File: config.mk
export PLATFORM = sky130hd
export DESIGN_NAME = wshb_arbiter
export DESIGN_NICKNAME = d
export VERILOG_FILES = /design/src/rtl/wshb_arb_pkg.sv /design/src/rtl/wshb_arbiter_rr_picker2.sv /design/src/rtl/wshb_arbiter.sv
export SDC_FILE = /design/constraint.sdc
export NUM_CORES = 1
export LEC_CHECK = 0
export ABC_AREA = 0
export CAP_MARGIN = 20
export CORE_AREA = 2 2 126 128
export DETAILED_ROUTE_END_ITERATION = 16
export DIE_AREA = 0 0 128 130
export GPL_TIMING_DRIVEN = 0
export PLACE_DENSITY = 0.77
export SYNTH_ARGS = -nofsm -noshare
export SYNTH_HDL_FRONTEND = slang
export SYNTH_SLANG_ARGS = --single-unit
File: constraint.sdc
create_clock -name clk -period 3.3 [get_ports clk]
set_clock_uncertainty 0.2 [all_clocks]
set_input_delay 0.99 -clock clk [delete_from_list [all_inputs] [get_ports clk]]
set_output_delay 0.99 -clock clk [all_outputs]
set_load 0.01 [all_outputs]
File: src/rtl/wshb_arb_pkg.sv
// Shared types and default sizes for the two-master Wishbone arbiter.
package wshb_arb_pkg;

    // Bus ownership: nobody, master 0 (video read), master 1 (pixel writer).
    typedef enum logic [1:0] {
        IDLE = 2'd0,
        OWN0 = 2'd1,
        OWN1 = 2'd2
    } arb_state_t;

    localparam int DEF_AW         = 32;
    localparam int DEF_DW         = 32;
    localparam int DEF_STARVE_MAX = 4096;

    // Width and ceiling of the per-owner outstanding-strobe counter.
    localparam int         OUT_W   = 8;
    localparam logic [7:0] OUT_MAX = 8'hFF;

endpackage

File: src/rtl/wshb_arbiter_rr_picker2.sv
// Two-way round-robin selector: a lone requester wins, a tie goes to the
// master that was not served last.
module rr_picker2
    import wshb_arb_pkg::*;
(
    input  logic [1:0] req,
    input  logic       last,
    output logic       winner,
    output logic       valid
);

    // Pure combinational pick; no state lives here.
    always_comb begin
        // NOTE: every output gets a default first so no path can infer a latch.
        valid  = |req;
        winner = 1'b0;
        case (req)
            2'b01:   winner = 1'b0;
            2'b10:   winner = 1'b1;
            2'b11:   winner = ~last;
            default: winner = 1'b0;
        endcase
    end

endmodule

File: src/rtl/wshb_arbiter.sv
// Two-master Wishbone B4 pipelined arbiter in front of the SDRAM bridge.
// Grants are held for the winner's whole CYC; the owner is wired straight
// through to the slave so no bus latency is added beyond the grant itself.
module wshb_arbiter
    import wshb_arb_pkg::*;
#(
    parameter int AW         = DEF_AW,
    parameter int DW         = DEF_DW,
    parameter int STARVE_MAX = DEF_STARVE_MAX
)(
    input  logic            clk,
    input  logic            rst_n,

    input  logic            m0_cyc,
    input  logic            m0_stb,
    input  logic            m0_we,
    input  logic [AW-1:0]   m0_adr,
    input  logic [DW-1:0]   m0_dat_w,
    input  logic [DW/8-1:0] m0_sel,
    output logic            m0_ack,
    output logic            m0_stall,
    output logic [DW-1:0]   m0_dat_r,

    input  logic            m1_cyc,
    input  logic            m1_stb,
    input  logic            m1_we,
    input  logic [AW-1:0]   m1_adr,
    input  logic [DW-1:0]   m1_dat_w,
    input  logic [DW/8-1:0] m1_sel,
    output logic            m1_ack,
    output logic            m1_stall,
    output logic [DW-1:0]   m1_dat_r,

    output logic            s_cyc,
    output logic            s_stb,
    output logic            s_we,
    output logic [AW-1:0]   s_adr,
    output logic [DW-1:0]   s_dat_w,
    output logic [DW/8-1:0] s_sel,
    input  logic            s_ack,
    input  logic            s_stall,
    input  logic [DW-1:0]   s_dat_r,

    output logic [1:0]      grant,
    output logic [OUT_W-1:0] outstanding,
    output logic [1:0]      starve
);

    localparam int SW = $clog2(STARVE_MAX + 1);
    localparam logic [SW-1:0] WAIT_SAT = SW'(STARVE_MAX);
    localparam logic [SW-1:0] WAIT_PRE = SW'(STARVE_MAX - 1);

    arb_state_t state;
    logic       last;
    logic [1:0] req;
    logic       owner_cyc;
    logic       arbitrate;
    logic       winner;
    logic       win_valid;
    logic       accept;
    logic       retire;

    assign req       = {m1_cyc, m0_cyc};
    assign grant     = {state == OWN1, state == OWN0};
    assign arbitrate = (state == IDLE) || !owner_cyc;
    assign accept    = s_stb & ~s_stall;
    // An ack with nothing outstanding is a stray and must not underflow.
    assign retire    = s_ack & (outstanding != '0);

    rr_picker2 u_picker (
        .req    (req),
        .last   (last),
        .winner (winner),
        .valid  (win_valid)
    );

    // Steer the owner's request to the slave and the slave's response back
    // to the owner; the non-owner sees a permanently stalled, silent bus.
    always_comb begin
        s_cyc     = 1'b0;
        s_stb     = 1'b0;
        s_we      = 1'b0;
        s_adr     = '0;
        s_dat_w   = '0;
        s_sel     = '0;
        m0_ack    = 1'b0;
        m0_stall  = 1'b1;
        m0_dat_r  = '0;
        m1_ack    = 1'b0;
        m1_stall  = 1'b1;
        m1_dat_r  = '0;
        owner_cyc = 1'b0;
        case (state)
            OWN0: begin
                s_cyc     = m0_cyc;
                s_stb     = m0_stb;
                s_we      = m0_we;
                s_adr     = m0_adr;
                s_dat_w   = m0_dat_w;
                s_sel     = m0_sel;
                m0_ack    = s_ack;
                m0_stall  = s_stall;
                m0_dat_r  = s_dat_r;
                owner_cyc = m0_cyc;
            end
            OWN1: begin
                s_cyc     = m1_cyc;
                s_stb     = m1_stb;
                s_we      = m1_we;
                s_adr     = m1_adr;
                s_dat_w   = m1_dat_w;
                s_sel     = m1_sel;
                m1_ack    = s_ack;
                m1_stall  = s_stall;
                m1_dat_r  = s_dat_r;
                owner_cyc = m1_cyc;
            end
            default: ;
        endcase
    end

    // Ownership FSM with round-robin memory and the owner's in-flight count.
    always_ff @(posedge clk) begin
        // NOTE: state registers use non-blocking assignments so every flop
        // samples pre-edge values regardless of block ordering.
        if (!rst_n) begin
            state       <= IDLE;
            last        <= 1'b1;
            outstanding <= '0;
        end else if (arbitrate) begin
            // Owner released (or bus idle): hand over with no idle gap.
            outstanding <= '0;
            if (win_valid) begin
                state <= winner ? OWN1 : OWN0;
                last  <= winner;
            end else begin
                state <= IDLE;
            end
        end else begin
            if (accept && !retire && outstanding != OUT_MAX)
                outstanding <= outstanding + 8'd1;
            else if (retire && !accept)
                outstanding <= outstanding - 8'd1;
        end
    end

    for (genvar i = 0; i < 2; i++) begin : g_starve
        logic [SW-1:0] wait_cnt;
        logic          flag;

        // Count cycles this master waits with CYC up and no grant; the flag
        // latches on reaching the limit and holds until reset.
        always_ff @(posedge clk) begin
            if (!rst_n) begin
                wait_cnt <= '0;
                flag     <= 1'b0;
            end else if (req[i] && !grant[i]) begin
                if (wait_cnt != WAIT_SAT)
                    wait_cnt <= wait_cnt + SW'(1);
                if (wait_cnt >= WAIT_PRE)
                    flag <= 1'b1;
            end else begin
                wait_cnt <= '0;
            end
        end

        assign starve[i] = flag;
    end

endmodule

==> flow_metrics.py, run 1 <==
metrics = {
    "synthesis": {
        "synthCells": 492,
        "ys_seq_elements": 39,
        "yosys.area.top_type_share_pct": 21.3,
        "synth_cell_types": 46,
        "synth.largest_area_cell": "dfxtp_1",
        "synth.area.top_cells": "dfxtp_1 (21%), a22oi_1 (15%), nor2b_1 (12%)",
        "ys.warnings.count": 0,
        "synth-async-reset-ratio_pct": 0,
        "seq_area_frac_synth_pct": 21.3,
        "mappedNetlistArea_mm2": 0.00366,
        "synth_edf_count": 0,
        "synth_nets": 684,
        "synth_area_per_cell_um2": 7.44,
        "ys_top_cells_by_count": "a22oi_1 (71), nor2b_1 (71), and2_1 (67)",
        "ys.flop_type": "dfxtp_1",
    },
    "clock_network": {
        "clock_latency_ps": 280,
        "cts_buffer_depth": 2,
        "cts_hold_buf": 0,
        "cts.sink_count": 39,
        "clkTransAtPathRegs_ps": 50,
        "cts_tree": "yes",
        "cts_buffers": 5,
        "cts_root_buf": "clkbuf_16",
        "htreeDepth": 2,
    },
    "placed_design": {
        "portBuffers": 327,
        "dpl-instance-area_mm2": 0.00717,
        "gp_congestion": 0.876,
        "post-place-ws_ps": -929,
        "hpwlAfterDp_um": 15600,
    },
    "detailed_routing": {
        "drcViolationCount": 0,
        "via_count": 4905,
        "routed_wl_um": 18900,
        "first_pass_iters": 4,
        "ant_nets": 0,
        "post_drt_wl_per_cell_um": 18.4,
        "drt_iter0_drc": 266,
        "vias_per_cell": 4.77,
    },
    "floorplanning": {
        "die_y_um": 130,
        "io_pins": 329,
        "core_mm2": 0.0154,
        "rows": 46,
        "die_x_um": 128,
        "start_util_pct": 23.7,
        "die_area_mm2": 0.0166,
    },
    "cells_and_area": {
        "nets": 1027,
        "n_antenna_cell": 0,
        "final_util_pct": 48.6,
        "syn2layout_area_growth_pct": 105,
        "final_area_mm2": 0.00750,
        "drive_gt1_share_pct": 9.57,
        "nFillCells": 1546,
    },
    "critical_path": {
        "path_max_fanout": 2,
        "cp.arrival_ps": 2110,
        "end_kind": "output port",
        "r2r_start": "state[1]",
        "reg2reg_depth": 13,
        "r2r-end": "outstanding[6]",
        "critPathRequiredTime_ps": 2110,
        "start_kind": "input port",
        "reg2reg_slack_ps": 280,
        "crit_type": "input port to output port",
    },
    "power": {
        "p_per_area_mw_per_mm2": 210,
        "fin_total_pwr_mw": 1.58,
        "p_leak_nw": 3.28,
        "max-vdd-ir-drop_uv": 229,
    },
    "timing": {
        "max-slew-margin-rel_pct": 52.1,
        "fin_hold_ws_ps": 278,
        "tightest_slew_ps": 715,
        "rsz0062_at_grt": "yes",
        "period_share_pct": 99.9,
        "finalMaxSlewViolations": 0,
        "finalHoldViolCount": 0,
        "setup_ws_ps": 4.64,
        "fmax_ghz": 0.303,
        "period_needed_ps": 3300,
        "setup_viol": 0,
    },
    "global_route": {
        "grt_pass1_vias": 4580,
        "antenna_found_initial": 0,
        "grt_pass1_wl_um": 26800,
        "grt_overflow_total": 0,
        "grt_max_degree": 12,
        "track_usage_pct": 20.9,
    },
    "run": {
        "drv_cap": 0,
    },
    "status": {
        "status": "finished, final reports clean",
    },
    "worst_hold_path": {
        "whs_endpoint": "g_starve[1].flag",
        "min-delay-start": "g_starve[1].flag",
        "holdPathStages": 2,
        "hp-class": "register to register",
    },
}
state kept, by name (all words and copies together) (netlist names):
signal,cells
g_starve.flag,2
g_starve.wait_cnt,26
last,1
outstanding,8
state,2
what timing repair did:
| action | 4_1_cts | 5_1_grt |
|---|---|---|
| buffers inserted | 5 | 4 |
| gates cloned | 1 | 0 |
| resized for setup | 221 | 14 |
| endpoints found under the setup margin | 146 | 19 |
| pin swaps | 8 | 3 |
metrics by stage:
step	std cells	TNS, ps
floorplan	492	0
global placement	1011	-56730
detailed placement	1011	-54460
CTS	1024	0
global route	1028	-194
finish	1028	0
power breakdown:
part / switching, mW / internal [mW]
combinational: 0.262 / 0.378
clock: 0.176 / 0.279
sequential: 0.00483 / 0.476
worst max path at each step:
stage / slack (ps) / end / from / cells past startpoint
6_report: 5 / m0_dat_r[16] / s_dat_r[16] / 3
5_1_grt: -50 / m0_dat_r[16] / state[1] / 7
4_1_cts: 0.4 / m0_dat_r[26] / state[1] / 7
3_5_place_dp: -930 / outstanding[6] / m0_stb / 11
3_3_place_gp: -930 / outstanding[6] / m0_stb / 11
2_1_floorplan: 20 / outstanding[6] / m1_stb / 10
kinds of logic (layout without fill, tap and decap cells):
group,Yosys count,after routing,synth area share (%)
compound gates,114,114,22.4
xor+xnor,22,22,5.27
fa+ha+maj,14,14,4.99
buf+inv,48,392,5.27
flops,39,39,21.3
mux,5,5,1.47
simple gates,250,250,39.3
layer usage:
layer | track usage (%) | share of wire (%)
met1 | 26.6 | 42
met2 | 36.0 | 49
met5 | 0 | 0
met4 | 5.04 | 1.9
met3 | 4.63 | 6.8
critical path, stage by stage:
cell and delay, ps:
clkdlybuf4s50_1 470, and2_1 120, clkdlybuf4s50_1 530
layout make-up:
| type | count | area, µm² | share of cell area (%) |
|---|---|---|---|
| buffer | 36 | 309 | 4.12 |
| clock buffer | 7 | 133 | 1.77 |
| clock inverter | 1 | 5.00 | 0.0667 |
| inverter | 11 | 55.1 | 0.734 |
| multi-input combinational | 405 | 2790 | 37.2 |
| sequential | 39 | 782 | 10.4 |
| tap | 192 | 240 | 3.20 |
| timing repair buffer | 336 | 3180 | 42.4 |
| timing repair inverter | 1 | 6.26 | 0.0834 |
cells in the final DEF (no fill, tap or decap), drive strengths merged, types with 5 or more instances in the layout:
cell type,instances
xor2,14
nand2,19
nand4,5
and2,67
xnor2,8
a22oi,71
nor3,5
inv,11
a21oi,16
clkbuf,36
ha,13
clkdlybuf4s50,185
dfxtp,39
nand3,22
buf,17
dlygate4sd2,134
nor2b,71
nor2,36
o21ai,11
No activity file was read; power rests on OpenSTA's default activity.
==> inputs of run 2 (changes only) <==
--- a/config.mk
+++ b/config.mk
@@ -12,6 +12,9 @@
 export DIE_AREA = 0 0 128 130
 export GPL_TIMING_DRIVEN = 0
 export PLACE_DENSITY = 0.77
+export RECOVER_POWER = 50
+export SETUP_SLACK_MARGIN = 0.05
+export SLEW_MARGIN = 0
 export SYNTH_ARGS = -nofsm -noshare
 export SYNTH_HDL_FRONTEND = slang
 export SYNTH_SLANG_ARGS = --single-unit
==> flow_metrics.py, run 2 (synthesis gave the netlist of run 1 again) <==
metrics = {
    "cells_and_area": {
        "syn2layout_area_growth_pct": 109,
        "final_cell_mix": "clkdlybuf4s50_1 (170), dlygate4sd2_1 (132), nor2b_1 (65)",
        "nets": 1031,
        "top_register": "g_starve.wait_cnt",
        "largest_register_ffs": 26,
        "final_common_cell": "clkdlybuf4s50_1",
        "top_regs": "g_starve.wait_cnt x26, outstanding x8",
        "drive_gt1_share_pct": 12.3,
    },
    "clock_network": {
        "clkTransAtPathRegs_ps": 50,
        "cts_root_buf": "clkbuf_16",
        "cts_hold_buf": 0,
        "cts_buffer_depth": 2,
        "cts.sink_count": 39,
        "clock_latency_ps": 280,
        "cts_tree": "yes",
        "cts_buffers": 5,
        "htreeDepth": 2,
    },
    "worst_hold_path": {
        "min-delay-start": "g_starve[1].flag",
        "whs_endpoint": "g_starve[1].flag",
        "holdPathStages": 2,
        "hp-class": "register to register",
    },
    "detailed_routing": {
        "drt_iter0_drc": 253,
        "routed_wl_um": 18900,
        "post_drt_wl_per_cell_um": 18.3,
        "first_pass_iters": 4,
        "ant_nets": 0,
        "vias_per_cell": 4.77,
        "via_count": 4926,
        "drcViolationCount": 0,
    },
    "timing": {
        "setup_tns_ps": 0,
        "finalHoldViolCount": 0,
        "fmax_ghz": 0.310,
        "rsz0062_at_grt": "yes",
        "period_share_pct": 97.7,
        "finalMaxSlewViolations": 0,
        "setup_viol": 0,
        "fin_hold_ws_ps": 284,
        "max-slew-margin-rel_pct": 55.4,
        "period_needed_ps": 3220,
        "tightest_slew_ps": 665,
    },
    "power": {
        "pwr-share-comb_pct": 37.2,
        "max-vdd-ir-drop_uv": 247,
        "power_switching_uw": 447,
        "p_clk_share_pct": 35.2,
        "p_per_area_mw_per_mm2": 228,
        "pwr-share-seq_pct": 27.6,
        "swShare_pct": 25.7,
        "p_leak_nw": 3.35,
        "cellInternalPower_mw": 1.29,
        "fin_total_pwr_mw": 1.74,
    },
    "global_route": {
        "grt_util_met1_pct": 25.7,
        "track_usage_pct": 20.5,
        "grt_max_degree": 13,
        "use_met2_pct": 36.2,
        "grt_pass1_wl_um": 26300,
        "grt_util_met3_pct": 3.90,
        "grt_pass1_vias": 4588,
        "antenna_found_initial": 2,
        "top_usage_layer": "met2",
        "grt_overflow_total": 0,
    },
    "floorplanning": {
        "rows": 46,
        "die_x_um": 128,
        "io_pins": 329,
        "start_util_pct": 23.7,
        "die_y_um": 130,
        "die_area_mm2": 0.0166,
        "core_mm2": 0.0154,
    },
    "critical_path": {
        "critical-path-top-delay-family": "buffers and inverters",
        "end_kind": "output port",
        "reg2reg_slack_ps": 280,
        "slowest_stage": "clkdlybuf4s50_1",
        "r2r_start": "state[0]",
        "cp.arrival_ps": 2030,
        "start_kind": "input port",
        "crit_type": "input port to output port",
        "critPathMaxStageDelay_ps": 490,
        "crit_buf_inv": 2,
        "reg2reg_depth": 14,
        "path_max_fanout": 1,
        "r2r-end": "outstanding[6]",
        "cp_cell_sequence": "clkdlybuf4s50_1, a22oi_1, nor2b_2, clkdlybuf4s15_1",
        "critPathRequiredTime_ps": 2110,
    },
    "status": {
        "status": "finished, final reports clean",
    },
    "placed_design": {
        "portBuffers": 327,
        "hpwlAfterDp_um": 15300,
        "gp_congestion": 0.857,
    },
    "run": {
        "drv_cap": 0,
    },
}
-- run 2: changes by cell type in the layout (fill, tap and decap cells not counted), sizes merged --
cell           before  now
clkdlybuf4s25       0    1
dlygate4sd2       134  132
diode               0    1
bufinv              1    3
buf                17   23
clkdlybuf4s15       4    6
dlymetal6s2s        3    1
clkinv              1    0
clkdlybuf4s50     185  170
dlygate4sd3         0   12
clkbuf             36   37
-- run 2: cell type report --
class,instances,area [µm²]
well taps,192,240
plain buffers,36,297
flip-flops and latches,39,785
repair buffers,340,3200
inverters,11,55.1
multi-input cells,405,2870
repair inverters,1,6.26
fillers,1492,7780
clock inverters,2,60.1
clock buffers,6,129
diodes,1,2.50
-- run 2: power groups by stage --
stage / clock (mW) / combinational, mW / sequential (mW)
finish: 0.613 / 0.648 / 0.481
global route: 0.644 / 0.693 / 0.482
CTS: 0.623 / 0.642 / 0.481
detailed placement: 0 / 0.639 / 0.491
global placement: 0 / 0.637 / 0.491
floorplan: 0 / 0.224 / 0.490
-- run 2: worst register-to-register path, cell delays in order (launching register included) --
cell and delay, ps:
dfxtp_4 350, inv_1 110, ha_1 190, buf_6 140, a22o_1 160, nand2_2 90
a2111oi_4 230, bufinv_8 250, buf_4 150, ha_4 290, o21ai_1 80, nor2_2 160
mux2_4 320, o22ai_2 100, a21oi_1 80
-- run 2: metal layers --
layer | share of wire [%] | up-vias | wire (µm)
met5 | 0.069 | - | 13
met4 | 2.1 | 2 | 395
met3 | 5.8 | 22 | 1090
met2 | 50 | 163 | 9410
met1 | 42 | 2314 | 7960
li1 | - | 2425 | -
-- run 2: what timing repair did --
item | in CTS | in global routing
setup endpoints to repair | 146 | 34
cloned | 1 | 0
resized for setup | 235 | 29
pin swaps | 9 | 4
setup buffers | 10 | 3
-- run 2: worst max-delay path by stage --
| stage | start | end | slack [ps] | depth (start not counted) |
|---|---|---|---|---|
| floorplan | m1_stb | outstanding[6] | 80 | 10 |
| global placement | state[1] | s_dat_w[22] | -820 | 8 |
| detailed placement | m1_stb | outstanding[6] | -840 | 11 |
| CTS | m0_dat_w[22] | s_dat_w[22] | 30 | 4 |
| global route | m1_stb | outstanding[7] | 10 | 12 |
| finish | m0_dat_w[6] | s_dat_w[6] | 80 | 4 |
-- run 2: through the flow --
step	utilization, %	cell area [µm²]	worst slack, ps	cells
after floorplan	-	3660	79.3	492
after global placement	46.5	7170	-824	1011
after detailed placement	46.5	7170	-836	1011
after CTS	49.0	7560	27.8	1029
after global routing	49.5	7640	14.2	1032
final	49.5	7640	77.0	1033
